==> config.mk <==
export PLATFORM = sky130hd
export DESIGN_NAME = hit_vector_scanner
export DESIGN_NICKNAME = d
export VERILOG_FILES = /design/src/rtl/hit_vector_scanner.sv
export SDC_FILE = /design/constraint.sdc
export NUM_CORES = 1
export LEC_CHECK = 0
export CORE_MARGIN = 5
export CORE_UTILIZATION = 54
export CTS_CLUSTER_SIZE = 40
export DETAILED_ROUTE_END_ITERATION = 7
export GPL_ROUTABILITY_DRIVEN = 0
export PLACE_DENSITY = 0.83
export SLEW_MARGIN = 0
export SYNTH_ARGS = -nofsm -noshare
export SYNTH_HDL_FRONTEND = slang
export SYNTH_SLANG_ARGS = --single-unit
==> constraint.sdc <==
create_clock -name clk -period 8.54 [get_ports clk]
set_input_delay 1.281 -clock clk [delete_from_list [all_inputs] [get_ports clk]]
set_output_delay 1.281 -clock clk [all_outputs]
set_load 0.05 [all_outputs]
==> src/rtl/hit_vector_scanner.sv <==
// -----------------------------------------------------------------------------
// hit_vector_scanner
//
// Multi-cycle scanner for a wide CAM hit vector. A request carries a WIDTH-bit
// hit vector and a 2-bit mode. The vector is examined CHUNK bits per clock,
// and one result is returned through a valid/ready handshake.
//
// Modes:
//   00  count ones      (always NCH scan cycles)
//   01  find first set  (LSB side, ascending chunk order, early exit on hit)
//   10  find last set   (MSB side, descending chunk order, early exit on hit)
//   11  count zeros     (always NCH scan cycles)
//
// Ports:
//   clk        clock, all state updates on posedge
//   rst_n      asynchronous active-low reset
//   in_valid   request valid
//   in_ready   request accept, high only while idle
//   in_vec     hit vector, captured on accept
//   in_mode    scan mode, captured on accept
//   out_valid  result valid, held until out_ready
//   out_ready  result accept
//   out_count  count (count modes) or bit index (find modes)
//   out_found  count modes: count != 0; find modes: any bit set
// -----------------------------------------------------------------------------
module hit_vector_scanner #(
  parameter int WIDTH = 64,
  parameter int CHUNK = 8,
  parameter int CNT_W = $clog2(WIDTH + 1)
) (
  input  logic             clk,
  input  logic             rst_n,
  input  logic             in_valid,
  output logic             in_ready,
  input  logic [WIDTH-1:0] in_vec,
  input  logic [1:0]       in_mode,
  output logic             out_valid,
  input  logic             out_ready,
  output logic [CNT_W-1:0] out_count,
  output logic             out_found
);

  localparam int NCH   = WIDTH / CHUNK;
  localparam int POS_W = (NCH > 1) ? $clog2(NCH) : 1;

  localparam logic [1:0] MODE_ONES  = 2'b00;
  localparam logic [1:0] MODE_FIRST = 2'b01;
  localparam logic [1:0] MODE_LAST  = 2'b10;
  localparam logic [1:0] MODE_ZEROS = 2'b11;

  typedef enum logic [1:0] {
    ST_IDLE = 2'b00,
    ST_SCAN = 2'b01,
    ST_DONE = 2'b10
  } state_t;

  // Number of ones in a chunk, already zero-extended to the result width.
  function automatic logic [CNT_W-1:0] chunk_popcount(input logic [CHUNK-1:0] c);
    logic [CNT_W-1:0] cnt;
    cnt = '0;
    for (int i = 0; i < CHUNK; i++) begin
      cnt = cnt + CNT_W'(c[i]);
    end
    return cnt;
  endfunction

  // Index of the lowest set bit; the caller guarantees c != 0.
  function automatic logic [CNT_W-1:0] lowest_set(input logic [CHUNK-1:0] c);
    logic [CNT_W-1:0] r;
    r = '0;
    for (int i = CHUNK - 1; i >= 0; i--) begin
      if (c[i]) r = CNT_W'(i);
    end
    return r;
  endfunction

  // Index of the highest set bit; the caller guarantees c != 0.
  function automatic logic [CNT_W-1:0] highest_set(input logic [CHUNK-1:0] c);
    logic [CNT_W-1:0] r;
    r = '0;
    for (int i = 0; i < CHUNK; i++) begin
      if (c[i]) r = CNT_W'(i);
    end
    return r;
  endfunction

  state_t           state_q, state_d;
  logic [WIDTH-1:0] vec_q,   vec_d;
  logic [1:0]       mode_q,  mode_d;
  logic [POS_W-1:0] pos_q,   pos_d;
  logic [CNT_W-1:0] acc_q,   acc_d;
  logic             found_q, found_d;

  logic [POS_W-1:0] chunk_idx;
  logic [WIDTH-1:0] shifted;
  logic [CHUNK-1:0] chunk;
  logic [CNT_W-1:0] chunk_base;
  logic [CNT_W-1:0] pc;
  logic             last_pos;

  // Chunk selection: find-last walks the chunks from the top down, every
  // other mode walks them from the bottom up.
  always_comb begin
    chunk_idx = pos_q;
    if (mode_q == MODE_LAST) begin
      chunk_idx = POS_W'(NCH - 1) - pos_q;
    end
    shifted    = vec_q >> (int'(chunk_idx) * CHUNK);
    chunk      = shifted[CHUNK-1:0];
    chunk_base = CNT_W'(chunk_idx) * CNT_W'(CHUNK);
    pc         = chunk_popcount(chunk);
    last_pos   = (pos_q == POS_W'(NCH - 1));
  end

  always_comb begin
    state_d = state_q;
    vec_d   = vec_q;
    mode_d  = mode_q;
    pos_d   = pos_q;
    acc_d   = acc_q;
    found_d = found_q;

    unique case (state_q)
      ST_IDLE: begin
        if (in_valid) begin
          vec_d   = in_vec;
          mode_d  = in_mode;
          pos_d   = '0;
          acc_d   = '0;
          found_d = 1'b0;
          state_d = ST_SCAN;
        end
      end

      ST_SCAN: begin
        pos_d = pos_q + POS_W'(1);
        unique case (mode_q)
          MODE_ONES, MODE_ZEROS: begin
            if (mode_q == MODE_ONES) begin
              acc_d = acc_q + pc;
            end else begin
              acc_d = acc_q + (CNT_W'(CHUNK) - pc);
            end
            if (last_pos) begin
              found_d = (acc_d != '0);
              state_d = ST_DONE;
            end
          end
          default: begin
            // Find modes: stop at the first chunk with any bit set. With no
            // hit the accumulator stays at the zero loaded on accept.
            if (chunk != '0) begin
              acc_d   = chunk_base + ((mode_q == MODE_FIRST) ? lowest_set(chunk)
                                                             : highest_set(chunk));
              found_d = 1'b1;
              state_d = ST_DONE;
            end else if (last_pos) begin
              state_d = ST_DONE;
            end
          end
        endcase
      end

      ST_DONE: begin
        if (out_ready) begin
          state_d = ST_IDLE;
        end
      end

      default: begin
        state_d = ST_IDLE;
      end
    endcase
  end

  // Control and result registers; a reset drops any scan in flight.
  always_ff @(posedge clk or negedge rst_n) begin
    if (!rst_n) begin
      state_q <= ST_IDLE;
      pos_q   <= '0;
      acc_q   <= '0;
      found_q <= 1'b0;
    end else begin
      state_q <= state_d;
      pos_q   <= pos_d;
      acc_q   <= acc_d;
      found_q <= found_d;
    end
  end

  // Captured request payload; only meaningful while a scan is active.
  always_ff @(posedge clk) begin
    vec_q  <= vec_d;
    mode_q <= mode_d;
  end

  assign in_ready  = (state_q == ST_IDLE);
  assign out_valid = (state_q == ST_DONE);
  assign out_count = acc_q;
  assign out_found = found_q;

endmodule
==> results.sh <==
export IMPL_antenna_found_initial=0
export IMPL_die_y_um=103.9
export IMPL_clock_sinks=79
export IMPL_cts_resized=0
export IMPL_layout_commonest_cell="clkdlybuf4s50_1"
export IMPL_start_util_pct=55.10
export IMPL_synth_compound_area_share_pct=16.49
export IMPL_cp_data_arrival_time_ps=7260
export IMPL_port_buffers=79
export IMPL_period_share_pct=82.43
export IMPL_postCtsHoldBufs=0
export IMPL_first_iter_violations=203
export IMPL_synth_seq_cells=79
export IMPL_wl_per_cell_um=17.58
export IMPL_synth_area_per_cell_um2=11.52
export IMPL_cts_path_max_buffers=2
export IMPL_vias_per_cell=5.953
export IMPL_slew_headroom_pct=31.84
export IMPL_fin_area_um2=5729
export IMPL_die_area_um2=10790
export IMPL_cts_htree_levels=3
export IMPL_synthAdderAreaFrac_pct=8.520
export IMPL_final_util_pct=66.34
export IMPL_placed_cell_area_um2=5533
export IMPL_max_freq_ghz=0.1421
export IMPL_clk_pin_slew_ps=70
export IMPL_fin_skew_ps=12.53
export IMPL_routed_wirelength_um=10510
export IMPL_synth_enable_flop_cells=66
export IMPL_rsz0062_at_grt="false"
export IMPL_synth_area_leader_cell="edfxtp_1"
export IMPL_die_w_um=103.9
export IMPL_drt_first_pass_iters=5
export IMPL_core_area_um2=8636
export IMPL_gr_total_overflow=0
export IMPL_final_cell_mix="clkdlybuf4s50_1, edfxtp_1, mux2i_1"
export IMPL_drive_above_1_share_pct=7.959
export IMPL_synth_xor_area_share_pct=1.814
export IMPL_status="complete, no violations"
export IMPL_grt_max_degree=57
export IMPL_postCtsSetupBuffers=0
export IMPL_synth_cell_types=65
export IMPL_worstMarginPinSlew_ps=1022
export IMPL_cts_buffers=9
export IMPL_route_vias_total=3560
export IMPL_crit_fanout=34
export IMPL_drv_slew=0
export IMPL_cts_tree="built"
export IMPL_syn_inst=413
export IMPL_synth_top_area_share_pct=41.65
export IMPL_async_flop_share_pct=16.46
export IMPL_crit_required_ps=8760
export IMPL_cts_root_buf="clkbuf_8"
export IMPL_crit_type="flip-flop to flip-flop"
export IMPL_diodes=0
export IMPL_yosysWarnings=0
export IMPL_tns_ps=0
export IMPL_hpwl_um=7890
export IMPL_synth_area_um2=4758
export IMPL_whs_ps=515.6
export IMPL_synth_yosys_seq_area_share_pct=48.49
export IMPL_boundaryPins=80
export IMPL_grt_pass1_vias=3624
export IMPL_insertion_delay_ps=360
export IMPL_num_rows=34
export IMPL_grt_total_usage_pct=19.84
export IMPL_cap_violations=0
export IMPL_cp_end_kind="flip-flop"
export IMPL_drc=0
export IMPL_synthFlopType="edfxtp_1"
export IMPL_cp_start_kind="flip-flop"
export IMPL_nets=583
export IMPL_hold_viol=0
export IMPL_fin_crit_ps=7039
export IMPL_ys_top_cells_by_area="edfxtp_1, dfrtp_1, ha_1"
export IMPL_hp_class="flip-flop to flip-flop"
export IMPL_grt_pass1_wl_um=17620
export IMPL_yosys_area_share_simple_pct=12.33
export IMPL_synth_mux_area_fraction_pct=6.626
export IMPL_antenna_left=0
export IMPL_setup_violations_final=0
export IMPL_syn_to_final_growth_pct=20.40
export IMPL_syn_num_nets=511
export IMPL_synth_top_family_by_area="compound AO/OA/AOI/OAI gates"
-- synth_stat cells, types with 3 or more instances --
library cell,number
edfxtp_1,66
inv_1,27
mux2i_1,27
a21oi_1,26
ha_1,22
nand2_1,20
o21ai_0,18
nor2_1,17
dfrtp_1,13
nor2b_1,12
buf_6,11
o22ai_1,11
nor3_1,10
nand2b_1,9
o21ai_1,8
a22oi_1,7
fa_1,6
nand3_1,6
xnor2_1,6
a22o_1,5
clkbuf_1,5
a211oi_1,4
and3_1,4
nor3b_1,4
o22a_1,4
or2_1,4
a32o_2,3
nor2_2,3
o211ai_1,3
o31ai_1,3
-- state kept, by name, indices dropped and copies added, names as in the netlist --
signal     cells
vec_q         64
mode_q         2
out_found      1
pos_q          3
state_q        2
out_count      7
-- critical path: stages (launching register included) --
cell,delay [ps]
dfrtp_1,1020
nor2b_2,450
a22o_1,190
nand2_1,70
a22oi_1,250
a22oi_1,210
fa_1,580
inv_1,50
fa_1,500
fa_1,490
ha_1,240
fa_1,460
ha_1,310
inv_1,80
ha_1,180
inv_1,60
fa_1,410
xor2_1,160
o21ai_0,190
xnor2_1,110
or4_1,530
nor4b_1,250
o31ai_1,110
-- metal layers --
layer / GRT usage (%) / routed length (um) / vias up
met2: 34.52 / 5414 / 151
met5: 0 / 0 / -
met3: 5.462 / 711 / 18
met4: 6.475 / 183 / 0
met1: 23.74 / 4201 / 1702
li1: - / - / 1689
-- worst paths after layout --
check	start	endpoint	cells past startpoint	slack [ps]
min	out_found$_DFFE_PN0P_	out_found$_DFFE_PN0P_	2	520
min reg2reg	out_found$_DFFE_PN0P_	out_found$_DFFE_PN0P_	2	520
max reg2reg	pos_q[1]$_DFFE_PN0P_	out_found$_DFFE_PN0P_	22	1500
max in group asynchronous	rst_n	pos_q[0]$_DFFE_PN0P_	1	6860
min in group asynchronous	rst_n	out_count[5]$_DFFE_PN0P_	1	1280
max	pos_q[1]$_DFFE_PN0P_	out_found$_DFFE_PN0P_	22	1500
-- cells by family after synthesis --
kind of cell             Yosys count
multiplexers                      29
XOR/XNOR                           9
buffers and inverters             48
flip-flops                        79
AO/OA/AOI/OAI                    114
AND/OR/NAND/NOR                  105
adder cells (fa/ha/maj)           29
-- stage by stage --
step	setup slack, ps	cells
6_report	1501	598
5_1_grt	1129	598
4_1_cts	1571	598
3_5_place_dp	1584	582
3_3_place_gp	1838	582
2_1_floorplan	2439	413
-- layout make-up --
type	count	area, um2
Multi-Input combinational cell	286	2178
Fill cell	659	2907
Inverter	28	105.1
Clock inverter	6	68.82
Clock buffer	10	127.6
Timing Repair Buffer	81	805.8
Sequential cell	79	2308
Tap cell	108	135.1
Power is left out: the tool's default activity adds up to more than one toggle a clock period on the data nets, which glitch-free logic cannot reach.
